File: config.mk
export PLATFORM = sky130hd
export DESIGN_NAME = instr_fetch_decode
export DESIGN_NICKNAME = d
export VERILOG_FILES = /design/src/rtl/instr_fetch_decode.sv
export SDC_FILE = /design/constraint.sdc
export NUM_CORES = 1
export LEC_CHECK = 0
export BUFFER_PORTS_ARGS = -buffer_cell sky130_fd_sc_hd__buf_2
export CORE_MARGIN = 2
export CORE_UTILIZATION = 40
export CTS_CLUSTER_DIAMETER = 150
export DETAILED_ROUTE_END_ITERATION = 10
export GPL_ROUTABILITY_DRIVEN = 0
export GPL_TIMING_DRIVEN = 0
export PLACE_DENSITY_LB_ADDON = 0.12
export SYNTH_ARGS = -nofsm -noshare
export SYNTH_HDL_FRONTEND = slang
export SYNTH_SLANG_ARGS = --single-unit
File: constraint.sdc
create_clock -name clk -period 5.5 [get_ports clk]
set_input_delay 0.825 -clock clk [delete_from_list [all_inputs] [get_ports clk]]
set_output_delay 0.825 -clock clk [all_outputs]
set_load 0.005 [all_outputs]
File: src/rtl/instr_fetch_decode.sv
// Fetch stage and instruction register for the 16-bit CPU: PC, req/ack instruction
// memory handshake, branch redirect with squash, and field split of the held word.
module instr_fetch_decode #(
  parameter int                ADDR_W   = 8,
  parameter logic [ADDR_W-1:0] RESET_PC = '0,
  parameter logic [3:0]        HALT_OP  = 4'hF
) (
  input  logic              clk,
  input  logic              rst,
  output logic              mem_req,
  output logic [ADDR_W-1:0] mem_addr,
  input  logic              mem_ack,
  input  logic [15:0]       mem_rdata,
  output logic              dec_valid,
  input  logic              dec_ready,
  input  logic              branch_taken,
  input  logic [ADDR_W-1:0] branch_target,
  output logic [ADDR_W-1:0] pc_out,
  output logic [3:0]        opcode,
  output logic [3:0]        rd,
  output logic [3:0]        immHigh,
  output logic [3:0]        immLow,
  output logic              halted
);

  typedef enum logic [1:0] {FETCH, HOLD, HALTED} state_t;

  localparam logic [ADDR_W-1:0] PC_INC = {{(ADDR_W-1){1'b0}}, 1'b1};

  state_t            state, stateNext;
  logic [ADDR_W-1:0] pc, pcNext;
  logic [ADDR_W-1:0] memAddr, memAddrNext;
  logic [ADDR_W-1:0] pcOut, pcOutNext;
  logic [15:0]       instr, instrNext;
  logic              memReq, memReqNext;
  logic              decValid, decValidNext;
  logic              haltedQ, haltedNext;
  logic              squash, squashNext;

  always_ff @(posedge clk) begin
    if (rst) begin
      state    <= FETCH;
      pc       <= RESET_PC;
      memAddr  <= RESET_PC;
      pcOut    <= '0;
      instr    <= '0;
      memReq   <= 1'b0;
      decValid <= 1'b0;
      haltedQ  <= 1'b0;
      squash   <= 1'b0;
    end else begin
      state    <= stateNext;
      pc       <= pcNext;
      memAddr  <= memAddrNext;
      pcOut    <= pcOutNext;
      instr    <= instrNext;
      memReq   <= memReqNext;
      decValid <= decValidNext;
      haltedQ  <= haltedNext;
      squash   <= squashNext;
    end
  end

  // memAddr tracks pc except while a redirected request is still outstanding.
  always_comb begin
    stateNext    = state;
    pcNext       = pc;
    memAddrNext  = memAddr;
    pcOutNext    = pcOut;
    instrNext    = instr;
    memReqNext   = memReq;
    decValidNext = decValid;
    haltedNext   = haltedQ;
    squashNext   = squash;
    case (state)
      FETCH: begin
        if (!memReq) begin
          memReqNext = 1'b1;
          if (branch_taken) begin
            pcNext      = branch_target;
            memAddrNext = branch_target;
          end else begin
            memAddrNext = pc;
          end
        end else if (mem_ack) begin
          if (branch_taken) begin
            pcNext      = branch_target;
            memAddrNext = branch_target;
            squashNext  = 1'b0;
          end else if (squash) begin
            squashNext  = 1'b0;
            memAddrNext = pc;
          end else begin
            instrNext    = mem_rdata;
            pcOutNext    = pc;
            pcNext       = pc + PC_INC;
            memAddrNext  = pc + PC_INC;
            memReqNext   = 1'b0;
            decValidNext = 1'b1;
            stateNext    = HOLD;
          end
        end else if (branch_taken) begin
          pcNext     = branch_target;
          squashNext = 1'b1;
        end
      end
      HOLD: begin
        if (branch_taken) begin
          decValidNext = 1'b0;
          pcNext       = branch_target;
          memAddrNext  = branch_target;
          memReqNext   = 1'b1;
          stateNext    = FETCH;
        end else if (dec_ready) begin
          decValidNext = 1'b0;
          if (instr[15:12] == HALT_OP) begin
            haltedNext = 1'b1;
            stateNext  = HALTED;
          end else begin
            memReqNext  = 1'b1;
            memAddrNext = pc;
            stateNext   = FETCH;
          end
        end
      end
      HALTED: begin
        memReqNext   = 1'b0;
        decValidNext = 1'b0;
      end
      default: stateNext = FETCH;
    endcase
  end

  assign mem_req   = memReq;
  assign mem_addr  = memAddr;
  assign dec_valid = decValid;
  assign pc_out    = pcOut;
  assign halted    = haltedQ;
  assign opcode    = instr[15:12];
  assign rd        = instr[11:8];
  assign immHigh   = instr[7:4];
  assign immLow    = instr[3:0];

endmodule
==> run_results.csv <==
group,metric,value,unit
route,wl,5700,um
pwr,leakagePower,1.22,nW
clocking,numCtsBuffers,5,
place,dp_hpwl,4200,um
sta,setup_viol,0,
floorplanning,io-pin-count,64,
clocking,htreeDepth,2,
sta,hold_viol,0,
synthesis,synth_top_area_share,39.4,%
synthesis,synth-edff-count,0,
clocking,clk_pin_slew,90,ps
clocking,clk_path_buf_depth,2,
route,drc,0,
min_path,hold_class,"reg -> reg",
global_routing,grt_pass1_vias,1932,
job,cap_violations,0,
setup_path,cp.buffers_inverters,2,
setup_path,crit_type,"reg -> reg",
setup_path,cpMaxStageDelayCell,"nor4_4",
run_status,outcome,"completed",
sta,period_share,35.1,%
setup_path,cp.arrival,2180,ps
synthesis,ys_ff_latch,46,
setup_path,critical_path.max_fanout,10,
pwr,peakVddDrop,0.144,mV
sta,tightest_slew,644,ps
synthesis,synth_area_per_cell,8.56,um^2
setup_path,end_kind,"register",
synthesis,ys_top_cells_by_area,"dfxtp_1 39%, nand2_1 9.2%, a21oi_1 7.1%",
floorplanning,start_util,41.9,%
cells_and_area,antennaDiodeCount,0,
clocking,root_buffer,"clkbuf_8",
sta,drv_slew,0,
global_routing,grt_max_degree,16,
place,port_buffers,63,
floorplanning,num_rows,27,
cells_and_area,area_delta_synth_final,22.2,%
cells_and_area,mostFrequentLayoutCell,"buf_2",
clocking,cts_tree,"done",
synthesis,synth_top_cell_by_area,"dfxtp_1",
setup_path,path_cells,"inv_1, ha_1, buf_6, nor2b_1, and2_4, nor4_4, a32o_1",
route,via_per_inst,5.24,
route,wl_per_cell,13.7,um
setup_path,cp_slowest_stage_delay,520,ps
clocking,insertion_delay,300,ps
global_routing,track_usage,18.5,%
synthesis,ys_seq_area_share,39.4,%
clocking,cts_setup_buffers,0,
route,ant_nets,0,
setup_path,cp-start-kind,"register",
route,drt-pass1-iter-count,4,
sta,relSlewSlack,56.9,%
clocking,cts_hold_buffers,0,
global_routing,antenna_found_initial,0,
floorplanning,dieArea,6470,um^2
sta,clock_skew,2.95,ps
cells_and_area,finish.net_count,378,
setup_path,critical_path.top_delay_family,"simple AND/OR/NAND/NOR gates",
sta,finalCriticalPeriod,1930,ps
synthesis,synth_nets,308,
synthesis,ys_async_sr_fraction,0,%
sta,setup-tns-final,0,ps
setup_path,worst_ep_required_time,5750,ps
sta,fmax,0.517,GHz
pwr,power_density,307,nW/um^2
global_routing,grt_pass1_wl,9220,um
synthesis,synth-main-ff-cell,"dfxtp_1",
synthesis,syn_area,2340,um^2
clocking,numClockSinks,46,
floorplanning,die_y,80.4,um
place,place_ws,3350,ps
floorplanning,die_x,80.4,um
synthesis,synth.distinct_cells,58,
route,num_vias,2179,
synthesis,yosysWarnings,0,
cells_and_area,drive_above_1_share,29.1,%
sta,rsz0062_at_grt,"no",
clocking,ctsResizeCount,0,
synthesis,synth_cells,273,
route,dr.first_iter.drc_count,98,
global_routing,gr-total-overflow,0,
sta,setup_slack,3570,ps
floorplanning,core_area,5570,um^2
cells_and_area,final_cell_mix,"73 x buf_2, 57 x nand2_1, 46 x dfxtp_1",
[Yosys cell counts (4+ instances only)]
master	instances
nor3_1	6
mux2i_1	8
nand3_1	8
nor2_1	14
nand2_1	57
buf_2	10
inv_1	6
ha_1	6
dfxtp_1	46
buf_4	4
nand2b_1	4
a32o_1	6
a21oi_1	33
o21ai_0	5
[power breakdown]
part / switching (W) / leakage, nW / total [W] / internal, W
combinational: 0.000128 / 0.785 / 0.000230 / 0.000102
clock: 0.000120 / 0.0585 / 0.000257 / 0.000136
sequential: 0.0000244 / 0.376 / 0.000389 / 0.000365
[metrics by stage]
step	instance area, um^2	power (W)	cells	hold WS, ps	util [%]
after floorplan	2340	0.000553	273	453	-
after global placement	2740	0.000625	408	440	49.2
after detailed placement	2740	0.000629	408	446	49.2
after CTS	2850	0.000889	416	461	51.2
after global routing	2850	0.000928	416	479	51.2
final	2850	0.000876	416	458	51.2
[final cells by class]
| cell class | instances | area [um^2] |
|---|---|---|
| tap | 72 | 90.1 |
| timing repair buffer | 63 | 315 |
| clock inverter | 3 | 43.8 |
| clock buffer | 5 | 68.8 |
| inverter | 6 | 22.5 |
| sequential | 46 | 921 |
| buffer | 19 | 106 |
| fill | 560 | 2720 |
| multi-input combinational | 202 | 1290 |
[cell families (layout without fill, tap and decap cells)]
| family | Yosys count | after routing | share of synthesized area [%] |
|---|---|---|---|
| simple gates | 116 | 116 | 28.0 |
| mux | 8 | 8 | 3.43 |
| xor+xnor | 2 | 2 | 0.750 |
| flops | 46 | 46 | 39.4 |
| compound gates | 70 | 70 | 19.7 |
| buf+inv | 25 | 96 | 5.52 |
| fa+ha+maj | 6 | 6 | 3.21 |
[layer usage]
metal  wire, um  global-route usage (%)
met1       2710                    25.3
met4         72                    6.95
met2       2530                    28.0
met3        381                    4.72
met5          0                       0
[registers in the layout, summed over array words and instances (netlist names)]
register   flops
mem_req        1
state          2
halted         1
mem_addr       8
squash         1
instr         16
dec_valid      1
pc_out         8
pc             8
[worst reg2reg max path: cells and delay by family, from the launching register on]
kind,cells,cell delay (ps)
buffers and inverters,2,230
adder cells (fa/ha/maj),1,190
AO/OA/AOI/OAI,1,250
AND/OR/NAND/NOR,3,820
flip-flops,1,380
[worst paths after layout]
| check | start | end | slack (ps) | cells after the start |
|---|---|---|---|---|
| max | state[1] | mem_addr[3] | 3570 | 7 |
| min | pc_out[3] | pc_out[3] | 460 | 2 |
| max reg2reg | state[1] | mem_addr[3] | 3570 | 7 |
| min reg2reg | pc_out[3] | pc_out[3] | 460 | 2 |
(Power assumes the default switching activity.)
